### config.mk
export PLATFORM = sky130hd
export DESIGN_NAME = one_counter_ctrl
export DESIGN_NICKNAME = d
export VERILOG_FILES = /design/src/rtl/one_counter_pkg.sv /design/src/rtl/one_counter_ctrl.sv
export SDC_FILE = /design/constraint.sdc
export NUM_CORES = 1
export LEC_CHECK = 0
export CAP_MARGIN = 20
export CORE_MARGIN = 5
export CORE_UTILIZATION = 32
export CTS_CLUSTER_SIZE = 24
export DETAILED_ROUTE_END_ITERATION = 7
export GPL_TIMING_DRIVEN = 0
export PLACE_DENSITY = 0.78
export SYNTH_ARGS = -nofsm -noshare
export SYNTH_HDL_FRONTEND = slang
export SYNTH_SLANG_ARGS = --single-unit
### constraint.sdc
create_clock -name CLK -period 1.6 [get_ports CLK]
set_input_delay 0.24 -clock CLK [delete_from_list [all_inputs] [get_ports CLK]]
set_output_delay 0.24 -clock CLK [all_outputs]
set_load 0.02 [all_outputs]
### src/rtl/one_counter_pkg.sv
// Shared definitions for the ones-counter controller and datapath:
// ALU operation codes, controller state encoding and default register addresses.
package one_counter_pkg;

  typedef enum logic [3:0] {
    ALU_PASS = 4'h0,
    ALU_INC  = 4'h1,
    ALU_SHR  = 4'h2,
    ALU_ZERO = 4'h3
  } alu_op_e;

  typedef enum logic [2:0] {
    ST_IDLE = 3'd0,
    ST_LOAD = 3'd1,
    ST_SCAN = 3'd2,
    ST_OUT  = 3'd3,
    ST_DONE = 3'd4
  } state_e;

  localparam logic [3:0] R_DATA_DEF = 4'd0;
  localparam logic [3:0] R_CNT_DEF  = 4'd1;

  // A 16-bit word needs at most 16 shifts before it reaches zero.
  localparam logic [4:0] ITER_MAX = 5'd16;

endpackage

### src/rtl/one_counter_ctrl.sv
// Controller for the ones-counter: load word, shift-and-count until zero, load Out, pulse Done.
// Start-to-Done latency is n+4 cycles (n = highest set bit index + 1); Start is ignored while Busy.
module one_counter_ctrl
  import one_counter_pkg::*;
#(
  parameter logic [3:0] R_DATA = R_DATA_DEF,
  parameter logic [3:0] R_CNT  = R_CNT_DEF
) (
  input  logic        CLK,
  input  logic        RST_N,
  input  logic        Start,
  input  logic [15:0] Datapath,
  output logic        IE,
  output logic [3:0]  WAA,
  output logic [3:0]  WAB,
  output logic [3:0]  RAA,
  output logic [3:0]  RAB,
  output logic        WEA,
  output logic        WEB,
  output logic        REA,
  output logic        REB,
  output logic [3:0]  S_ALU1,
  output logic [3:0]  S_ALU2,
  output logic        OE,
  output logic        Busy,
  output logic        Done
);

  state_e     state_q, state_d;
  logic [4:0] iter_q, iter_d;
  logic       scan_exit;

  always_ff @(posedge CLK) begin
    if (!RST_N) begin
      state_q <= ST_IDLE;
      iter_q  <= 5'd0;
    end else begin
      state_q <= state_d;
      iter_q  <= iter_d;
    end
  end

  // The iteration guard only matters if the datapath misbehaves; normally the word hits zero first.
  assign scan_exit = (Datapath == 16'h0000) || (iter_q >= ITER_MAX);

  always_comb begin
    state_d = state_q;
    iter_d  = iter_q;
    IE      = 1'b0;
    WAA     = 4'd0;
    WAB     = 4'd0;
    RAA     = 4'd0;
    RAB     = 4'd0;
    WEA     = 1'b0;
    WEB     = 1'b0;
    REA     = 1'b0;
    REB     = 1'b0;
    S_ALU1  = ALU_PASS;
    S_ALU2  = ALU_PASS;
    OE      = 1'b0;
    Done    = 1'b0;

    case (state_q)
      ST_IDLE: begin
        if (Start) state_d = ST_LOAD;
      end
      ST_LOAD: begin
        IE      = 1'b1;
        WAB     = R_DATA;
        WEB     = 1'b1;
        WAA     = R_CNT;
        WEA     = 1'b1;
        S_ALU1  = ALU_ZERO;
        iter_d  = 5'd0;
        state_d = ST_SCAN;
      end
      ST_SCAN: begin
        RAB = R_DATA;
        REB = 1'b1;
        RAA = R_CNT;
        REA = 1'b1;
        if (scan_exit) begin
          state_d = ST_OUT;
        end else begin
          S_ALU1 = ALU_INC;
          WAA    = R_CNT;
          WEA    = Datapath[0];
          S_ALU2 = ALU_SHR;
          WAB    = R_DATA;
          WEB    = 1'b1;
          iter_d = iter_q + 5'd1;
        end
      end
      ST_OUT: begin
        RAA     = R_CNT;
        REA     = 1'b1;
        S_ALU1  = ALU_PASS;
        OE      = 1'b1;
        state_d = ST_DONE;
      end
      ST_DONE: begin
        Done    = 1'b1;
        state_d = ST_IDLE;
      end
      default: state_d = ST_IDLE;
    endcase
  end

  assign Busy = (state_q != ST_IDLE);

endmodule
==> run summary <==
The worst setup path is of the in2out kind. The number of levels the H-tree was split into is 1. The final HPWL from detailed placement is 1357 µm. Setup repair after global routing could not meet its margin everywhere. In this run the mean area of a mapped cell was between 8 and 9 µm².

For this block, the initial DRC count from the detailed router was 6. The checks that failed: setup timing. The mean routed wirelength per cell came out at 11.13 µm. The final-layout fill cell count came out at 183. The total grt overflow came out at 0. The fraction of synthesis flops using an asynchronous set or reset pin is 0. The timing-limited maximum frequency came out at just over 600 MHz. At the end of the flow, the number of nets in the layout was 166. The global-route wire length before repair is around 2600 µm.

Wires add up to around 1900 µm. After clock tree synthesis, the clock-pin slew on the worst setup and hold paths is around 0.05 ns. The count of synthesis-stage warnings from yosys is 0.

Excluding fillers, the count of instances in the completed layout stands at between 150 and 200. The overall die width is between 50 and 60 µm. Broken down by cell family, the worst path's largest delay share belongs to simple AND/OR/NAND/NOR gates. The final number of setup-violating endpoints is 1. The via count came out at approximately 720. The areal power density over the cells is between 700 and 800 nW/µm². The hold-critical path endpoint is state_q[1]$_SDFFE_PN0P_. The critical path arrival came out at 1.40 ns. The smallest hold slack is 0.4601 ns. 0 antenna diodes ended up in the layout. The startpoint identified for the worst hold timing path is state_q[2]$_SDFFE_PN0P_. The unique cell type count in the Yosys netlist is 31. The number of global-route vias before repair came to roughly 670.

The buffer type at the clock tree root is clkbuf_4. The most critical setup path has its startpoint at Datapath[10]. The source-to-sink clock delay at the later pin of the worst-skew pair came out at 0.25 ns. In this run the tool buffered the top-level ports with 31 buffer cells. Across every metal layer, demand over resource in global routing totals 0.1196.

The number of sinks on the clock net is 8. The endpoint class of the critical path is a primary output. Entering global routing, the biggest net connects 11 pins. The final number of max-transition violations is 0. In this run, synthesis inferred 0 flip-flops with an integrated enable. Subtracting the final worst setup slack from the clock period gives approximately 1.6 ns. TritonCTS created 3 clock buffers. The largest driver fanout on the critical path is 4. The clock tree from TritonCTS is done.

The number of hold buffers added after cts is 0. The final core area utilization is 0.5995. The critical path goes through dlygate4sd2_1 > nor4_2 > and4_1 > nand2b_4 > inv_4 > a21o_1 > buf_6. In the final layout, the share of cells above drive strength 1 is 0.5347.

The global placer's final weighted congestion is between 0.7 and 0.8. The maximum root-to-sink buffer count is 2. The post-synthesis to final-layout area growth came out at 80.08%.

The worst register-to-register path begins at state_q[0]$_SDFFE_PN0P_. The sort of element at the start of the critical path is a primary input. The count of buffer and inverter cells on the critical path came out at 3. The effective utilization at floorplan came out at 0.3329. The number of max-cap violations is 0. The y dimension of the die came out at between 50 and 60 µm. The slowest stage of the critical path belongs to the cell and4_1. The total DRC errors in the routed layout came out at 0. The peak per-stage delay on the critical path is 0.25 ns. For this run, the leading register cell type out of synthesis is dfxtp_1.

The core region is 1962 µm². The detailed-router iteration count before antenna repair came out at 4. The worst reg2reg path endpoint is state_q[0]$_SDFFE_PN0P_.

Setup slack on the critical path of the routed design comes to -0.03858 ns. The cell total after placement is around 160. The number of I/O pins came out at slightly above 50. At the worst endpoint, the required time is between 1 and 1.5 ns. The number of hold violations in the final report is 0. The run finished, with violations left. The pre-CTS setup slack came out at -0.8747 ns. The worst-case register-to-register setup slack came out at around 0.090 ns.

The worst reg2reg path depth is 9. The mapped netlist covers around 650 µm². The share of the Yosys chip area taken by registers is 0.2452. The sum of negative setup slack is -0.03858 ns. The worst hold path belongs to the class reg2reg. In the synthesized netlist, the number of instances is 79. The register bit total from synthesis is 8. The die covers slightly above 3000 µm². The number of standard-cell rows in the floorplan is 16. The number of stages on the worst hold path came out at 1. The worst voltage drop across the vdd grid is roughly 520 µV.

The setup clock skew after layout is a little under 0.0007 ns. The static leakage power came out at approximately 0.62 nW. The fraction of the cycle the final worst path needs came out at 1.024. Dividing the detail-routed via count by the number of cells gives 4.181. The initial antenna violation count is 0. The final antenna-violating net count is 0.
==> layer usage <==
metal / track usage / vias to the layer above / wire [µm]
met5: 0 / - / 0
met3: 0.01609 / 4 / 139
met2: 0.2264 / 33 / 1053
li1: - / 359 / -
met4: 0.08097 / 0 / 30
met1: 0.1192 / 319 / 680
==> synthesized netlist by cell type (2+ instances only) <==
library cell	n	area share
buf_4	22	0.25
dfxtp_1	8	0.25
nand3_1	6	0.046
nor4_1	4	0.038
mux2i_1	3	0.046
nand2_1	3	0.017
nand2b_1	3	0.029
nor2_1	3	0.017
inv_1	2	0.011
nor3b_1	2	0.023
o211ai_1	2	0.023
or3_1	2	0.019
==> sequential cells by signal, summed over array words and instances, names as in the netlist <==
| register | flops |
|---|---|
| iter_q | 5 |
| state_q | 3 |
==> cell type report <==
class	instances	area, µm²	share of cell area
timing repair buffer	45	329.1	0.2798
buffer	24	187.7	0.1596
inverter	3	13.76	0.01170
multi-input combinational	61	422.9	0.3596
tap	27	33.78	0.02872
sequential	8	166.4	0.1415
clock buffer	3	22.52	0.01915
==> cells by family (layout without fill, tap and decap cells) <==
family | Yosys count | after routing | share of synthesized area
other | 1 | 19 | 0.005742
xor gates and xnor gates | 1 | 1 | 0.01341
and+or+nand+nor | 32 | 32 | 0.3123
buffers and inverters | 28 | 75 | 0.3008
AOI/OAI and AO/OA | 5 | 5 | 0.05748
muxes | 3 | 3 | 0.04598
adders and majority gates | 1 | 1 | 0.01915
DFF | 8 | 8 | 0.2452
==> report_power, final <==
group | internal, mW | total, mW | switching (mW) | leakage (nW)
logic | 0.274 | 0.539 | 0.265 | 0.542
registers | 0.213 | 0.227 | 0.0143 | 0.0664
clock network | 0.0857 | 0.152 | 0.0667 | 0.0138
total | 0.573 | 0.919 | 0.346 | 0.623
==> cells in the final DEF (no fill, tap or decap), types with 2 or more instances in the layout <==
master	synthesis	routed
buf_6	1	7
buf_4	22	35
nor4_2	0	3
mux2i_1	3	3
clkdlybuf4s15_1	0	4
or3_1	2	2
inv_1	2	2
nand3_1	6	6
clkbuf_2	0	6
clkbuf_4	0	3
dfxtp_1	8	5
clkdlybuf4s50_1	0	2
dfxtp_2	0	2
nand2b_1	3	2
dlygate4sd2_1	0	3
nor3b_1	2	2
nor2_1	3	3
conb_1	1	19
o211ai_1	2	2
buf_2	1	11
==> through the flow <==
step	power (mW)	area, µm²
floorplan	0.5141	720.7
detailed placement	0.6950	1065
finish	0.9185	1176
CTS	0.9115	1191
global placement	0.6900	1065
global route	0.9669	1176
==> worst max-delay path by stage <==
stage,to,slack (ns),cells past startpoint
after floorplan,S_ALU1[0],0.1,5
after global placement,WEA,-0.83,7
after detailed placement,WEA,-0.87,7
after CTS,WEA,-0.03,7
after global routing,WEA,-0.1,5
final,WEA,-0.04,7
==> what timing repair did <==
item | in CTS | in global routing
gates resized for setup | 99 | 18
buffers inserted | 12 | 2
endpoints found under the setup margin | 13 | 12
pin swaps | 9 | 9
Note: power is estimated with default switching activity, not from simulation.
==> RTL change 1 (same flow settings) <==
The 5 states of `state_e` get a Gray code encoding in 3 bits.
--- a/src/rtl/one_counter_pkg.sv
+++ b/src/rtl/one_counter_pkg.sv
@@ -10,11 +10,11 @@
   } alu_op_e;
 
   typedef enum logic [2:0] {
-    ST_IDLE = 3'd0,
-    ST_LOAD = 3'd1,
-    ST_SCAN = 3'd2,
-    ST_OUT  = 3'd3,
-    ST_DONE = 3'd4
+    ST_IDLE = 3'b000,
+    ST_LOAD = 3'b001,
+    ST_SCAN = 3'b011,
+    ST_OUT  = 3'b010,
+    ST_DONE = 3'b110
   } state_e;
 
   localparam logic [3:0] R_DATA_DEF = 4'd0;
Formal check against the unedited RTL: same outputs for any inputs over 10 cycles, from zero or initial values and one cycle with RST_N low; not proved beyond that.
==> RTL change 1 against the original RTL <==
Sequential cell count stayed put; synthesized area is 1.7% lower; power is 21% lower; wire length is 3.9% lower; non-clock buffer count is 9 lower; worst setup slack better by 45 ps; design area is 3.3% lower; critical path type is now register to output port; critical endpoint is now WAA[0]; largest power group unchanged; highest routed layer is now met3.
==> RTL change 1: results (changes against the original RTL) <==
[power_and_ir_drop]
ir_worst_vdd_uv=461  ; -12%
p_leak_nw=0.585  ; -6.0%

[clocking]
cts_root_buf=clkbuf_4
clockBufferDepth=2  ; unchanged
cts_buffers=3  ; unchanged
h-tree-depth=1  ; unchanged
clk_latency_ps=240

[synthesis]
ys_seq_area_share_pct=25.0  ; +0.43 points
yosys-top-cells-count=22 x buf_4, 8 x dfxtp_1, 8 x nand3_1
synth-xor-area-share_pct=0  ; -1.3 points
synthTopCellsByArea=buf_4 26%, dfxtp_1 25%, nand3_1 6.2%, nor4_2 5.8%, nor4_4 3.3%
muxShareOfSynthArea_pct=1.56  ; -3.0 points
synth_fa_ha_area_share_pct=1.95  ; +0.034 points
synthDistinctLibCells=28  ; -9.7%
synth_flop_cell=dfxtp_1
synth_top_area_share_pct=25.7  ; +0.44 points
synthArstFlopShare_pct=0  ; unchanged
ys.warnings.count=0  ; unchanged
synth_compound_area_share_pct=7.21  ; +1.5 points
syn_avg_cell_area_um2=8.12  ; -1.7%

[grt]
grt_max_degree=11  ; unchanged
track_usage_pct=11.8  ; -0.17 points
grt_pass1_wl_mm=2.49  ; -4.0%
grt_pass1_vias=618  ; -7.9%
antenna_found_initial=0  ; unchanged

[place]
place_area_mm2=0.00105  ; -1.1%
hpwl_mm=1.45  ; +6.9%
gp_congestion=0.672  ; -11%

[route]
wl_per_cell_um=11.1  ; +0.16%
ant_nets=0  ; unchanged
wl_mm=1.83  ; -3.9%
dr.pass1.iters=4  ; unchanged
drt_iter0_markers=3  ; -3
vias_per_cell=4.20  ; +0.33%

[cells_and_area]
num-fill-cells=174  ; -4.9%
final_nets=159  ; -4.2%
reg_top3=iter_q: 5 flops, state_q: 3 flops
drive_gt1_share_pct=43.1  ; -10 points

[worst_setup_path]
cp_slowest_cell=dfxtp_4
crit_arrival_ps=1350  ; -50 ps
crit_fanout=5  ; +1
cp_slowest_stage_delay_ps=350  ; +100 ps
path_delay_family=simple AND/OR/NAND/NOR gates

[status]
status=complete, no violations

[timing]
finClkSkew_ps=1.33  ; +0.636 ps

## RTL change 1: per-stage QoR
step / power [mW] / util, % / setup slack (ps)
5_1_grt: 0.775 / 58.6 / -60.4
6_report: 0.729 / 58.6 / 6.66
3_5_place_dp: 0.566 / 54.3 / -800
4_1_cts: 0.704 / 56.2 / -13.9
3_3_place_gp: 0.562 / 54.3 / -774
2_1_floorplan: 0.421 / - / 145
## RTL change 1: cell type report
type	instances	area, um2	share of cell area [%]
clock buffers	3	22.5	1.98
inverters	4	15.0	1.32
multi-input cells	62	405	35.6
well taps	27	33.8	2.97
flip-flops and latches	8	166	14.6
plain buffers	23	176	15.5
repair buffers	37	318	27.9
## RTL change 1: report_power, final
part           switching, mW  internal (mW)  leakage, nW
combinational          0.185          0.174        0.505
sequential            0.0140          0.210       0.0664
clock                 0.0609         0.0853       0.0138
total                  0.259          0.470        0.585
## RTL change 1: timing repair
item | CTS | global route
endpoints found under the setup margin | 13 | 8
resized for setup | 77 | 14
setup buffers | 2 | 4
hold buffers | 0 | 0
pin swaps | 8 | 5
cloned | 0 | 0
## RTL change 1: worst paths after layout
kind	from	to	slack, ps	cells past startpoint
hold / removal	iter_q[3]	iter_q[3]	490	1
setup reg to reg	state_q[1]	iter_q[0]	360	6
setup / recovery	state_q[2]	WAA[0]	7	6
hold reg to reg	iter_q[3]	iter_q[3]	490	1
## RTL change 1: metal layers
metal | vias up | share of wire (%) | global-route usage [%]
met4 | 0 | 0 | 4.98
met5 | - | 0 | 0
li1 | 349 | - | -
met3 | 0 | 15 | 4.63
met2 | 35 | 51 | 21.7
met1 | 304 | 34 | 11.5
==> RTL change 2 (config.mk and constraints unchanged) <==
Without the edit above. Change the package constant `ITER_MAX` from 5'd16 to 5'd12.
--- a/src/rtl/one_counter_pkg.sv
+++ b/src/rtl/one_counter_pkg.sv
@@ -21,7 +21,7 @@
   localparam logic [3:0] R_CNT_DEF  = 4'd1;
 
   // A 16-bit word needs at most 16 shifts before it reaches zero.
-  localparam logic [4:0] ITER_MAX = 5'd16;
+  localparam logic [4:0] ITER_MAX = 5'd12;
 
 endpackage
 
Check against the original RTL: same outputs for any inputs over 10 cycles, from zero or initial values and one cycle with RST_N low; that may be too few to reach the edited logic, so the function may still have changed.
==> RTL change 2 against the original RTL <==
The flow still finishes with violations (negative setup slack); synthesized cell count fell by 2.5%; fmax fell by 1.9%; power fell by 1.8%; synthesized area fell by 1.5%; core utilization fell by 1.4 points; sequential cell count did not move; critical path depth fell by 1; wire length fell by 6.7%; worst setup slack got worse by 31 ps; design area fell by 3.4%; count of clock-buffer cells in the layout did not move; critical path type is now register to output port; largest cell class unchanged.
==> RTL change 2: results (changes against the original RTL) <==
[grt]
track_usage_pct=12.1  ; +0.11 points
grt.met3_usage_pct=4.63  ; +3.0 points
grt_pass1_wl_mm=2.46  ; -5.3%
use_met1_pct=10.7  ; -1.2 points
grt_pass1_vias=607  ; -9.5%
globalRouteMet2Util_pct=22.4  ; -0.20 points

[worst_setup_path]
rrSetupSlack_ps=310  ; +220 ps
rr_endpoint=iter_q[2]
crit_start=state_q[1]
crit_arrival_ps=1430  ; +30 ps
cp_slowest_cell=dfxtp_4
path_delay_family=buffers and inverters
r2r_cells=5  ; -4
cp_slowest_stage_delay_ps=360  ; +110 ps

[synthesis]
ys_seq_area_share_pct=24.9  ; +0.38 points
synthDistinctLibCells=29  ; -6.5%
synthTopCellsByArea=buf_4 26%, dfxtp_1 25%, ha_1 3.9%, nor4_1 3.9%, nand4b_4 3.7%

[place]
place_area_mm2=0.00105  ; -0.94%
gp_congestion=0.694  ; -8.2%
place_ws_ps=-856  ; +18.4 ps

[cells_and_area]
final_nets=160  ; -3.6%
num-fill-cells=189  ; +3.3%
drive_gt1_share_pct=46.7  ; -6.8 points

[power_and_ir_drop]
ir_worst_vdd_uv=327  ; -38%
p_int_mw=0.557  ; -2.7%

[timing]
finClkSkew_ps=7.54  ; +6.84 ps
setup_violations=3  ; +2
setup_ws_ps=-69.8  ; -31.2 ps
fin_tns_setup_ps=-81.2  ; -42.7 ps

[route]
wl_per_cell_um=10.8  ; -2.7%
vias=674  ; -5.7%
wl_met2_um=928  ; -12%
wl_met3_um=203  ; +46%

[worst_hold_path]
hold_start=iter_q[4]

[floorplan]
core_mm2=0.00194  ; -1.0%

[status]
status=finished with violations
violations=negative setup slack

==> RTL change 2: what timing repair did <==
action                                  CTS  global route
endpoints found under the setup margin   13             8
buffers inserted                          9             0
pin swaps                                 8             4
resized for setup                        98             8
==> RTL change 2: per-stage QoR <==
step / cells / power (mW)
floorplan: 95 / 0.507
global placement: 153 / 0.681
detailed placement: 153 / 0.692
CTS: 164 / 0.903
global route: 164 / 0.952
finish: 164 / 0.902
==> RTL change 2: kinds of logic (layout without fill, tap and decap cells) <==
logic type | after synthesis | count (layout) | share of synthesized area (%)
compound gates | 5 | 5 | 6.03
xor+xnor | 1 | 1 | 1.36
fa+ha+maj | 2 | 2 | 3.89
buf+inv | 30 | 72 | 30.5
flops | 8 | 8 | 24.9
mux | 2 | 2 | 3.11
other cells | 1 | 19 | 0.583
simple gates | 28 | 28 | 29.6
==> RTL change 2: worst reg2reg max path, cell delays in order, from the launching register on <==
cell and delay, ps:
dfxtp_2 370, nor2_4 150, buf_4 130, nand4_1 120, o211a_1 230, o21a_1 180
==> RTL change 2: power by group through the flow <==
stage	combinational [mW]	clock, mW	sequential, mW
global route	0.545	0.167	0.239
global placement	0.451	0	0.230
floorplan	0.280	0	0.227
CTS	0.509	0.159	0.235
finish	0.509	0.157	0.236
detailed placement	0.461	0	0.231
==> RTL change 2: worst min-delay path by stage <==
stage	slack, ps	to
2_1_floorplan	410	iter_q[3]
3_3_place_gp	460	iter_q[4]
3_5_place_dp	460	iter_q[4]
4_1_cts	480	iter_q[4]
5_1_grt	500	iter_q[4]
6_report	480	iter_q[4]
==> RTL change 2: area by class of cell <==
class                      instances  area share (%)
inverter                           6            1.98
sequential                         8            14.6
buffer                            23            15.5
multi-input combinational         57            34.7
timing repair buffer              40            28.2
clock buffer                       3            1.98
tap                               27            2.97
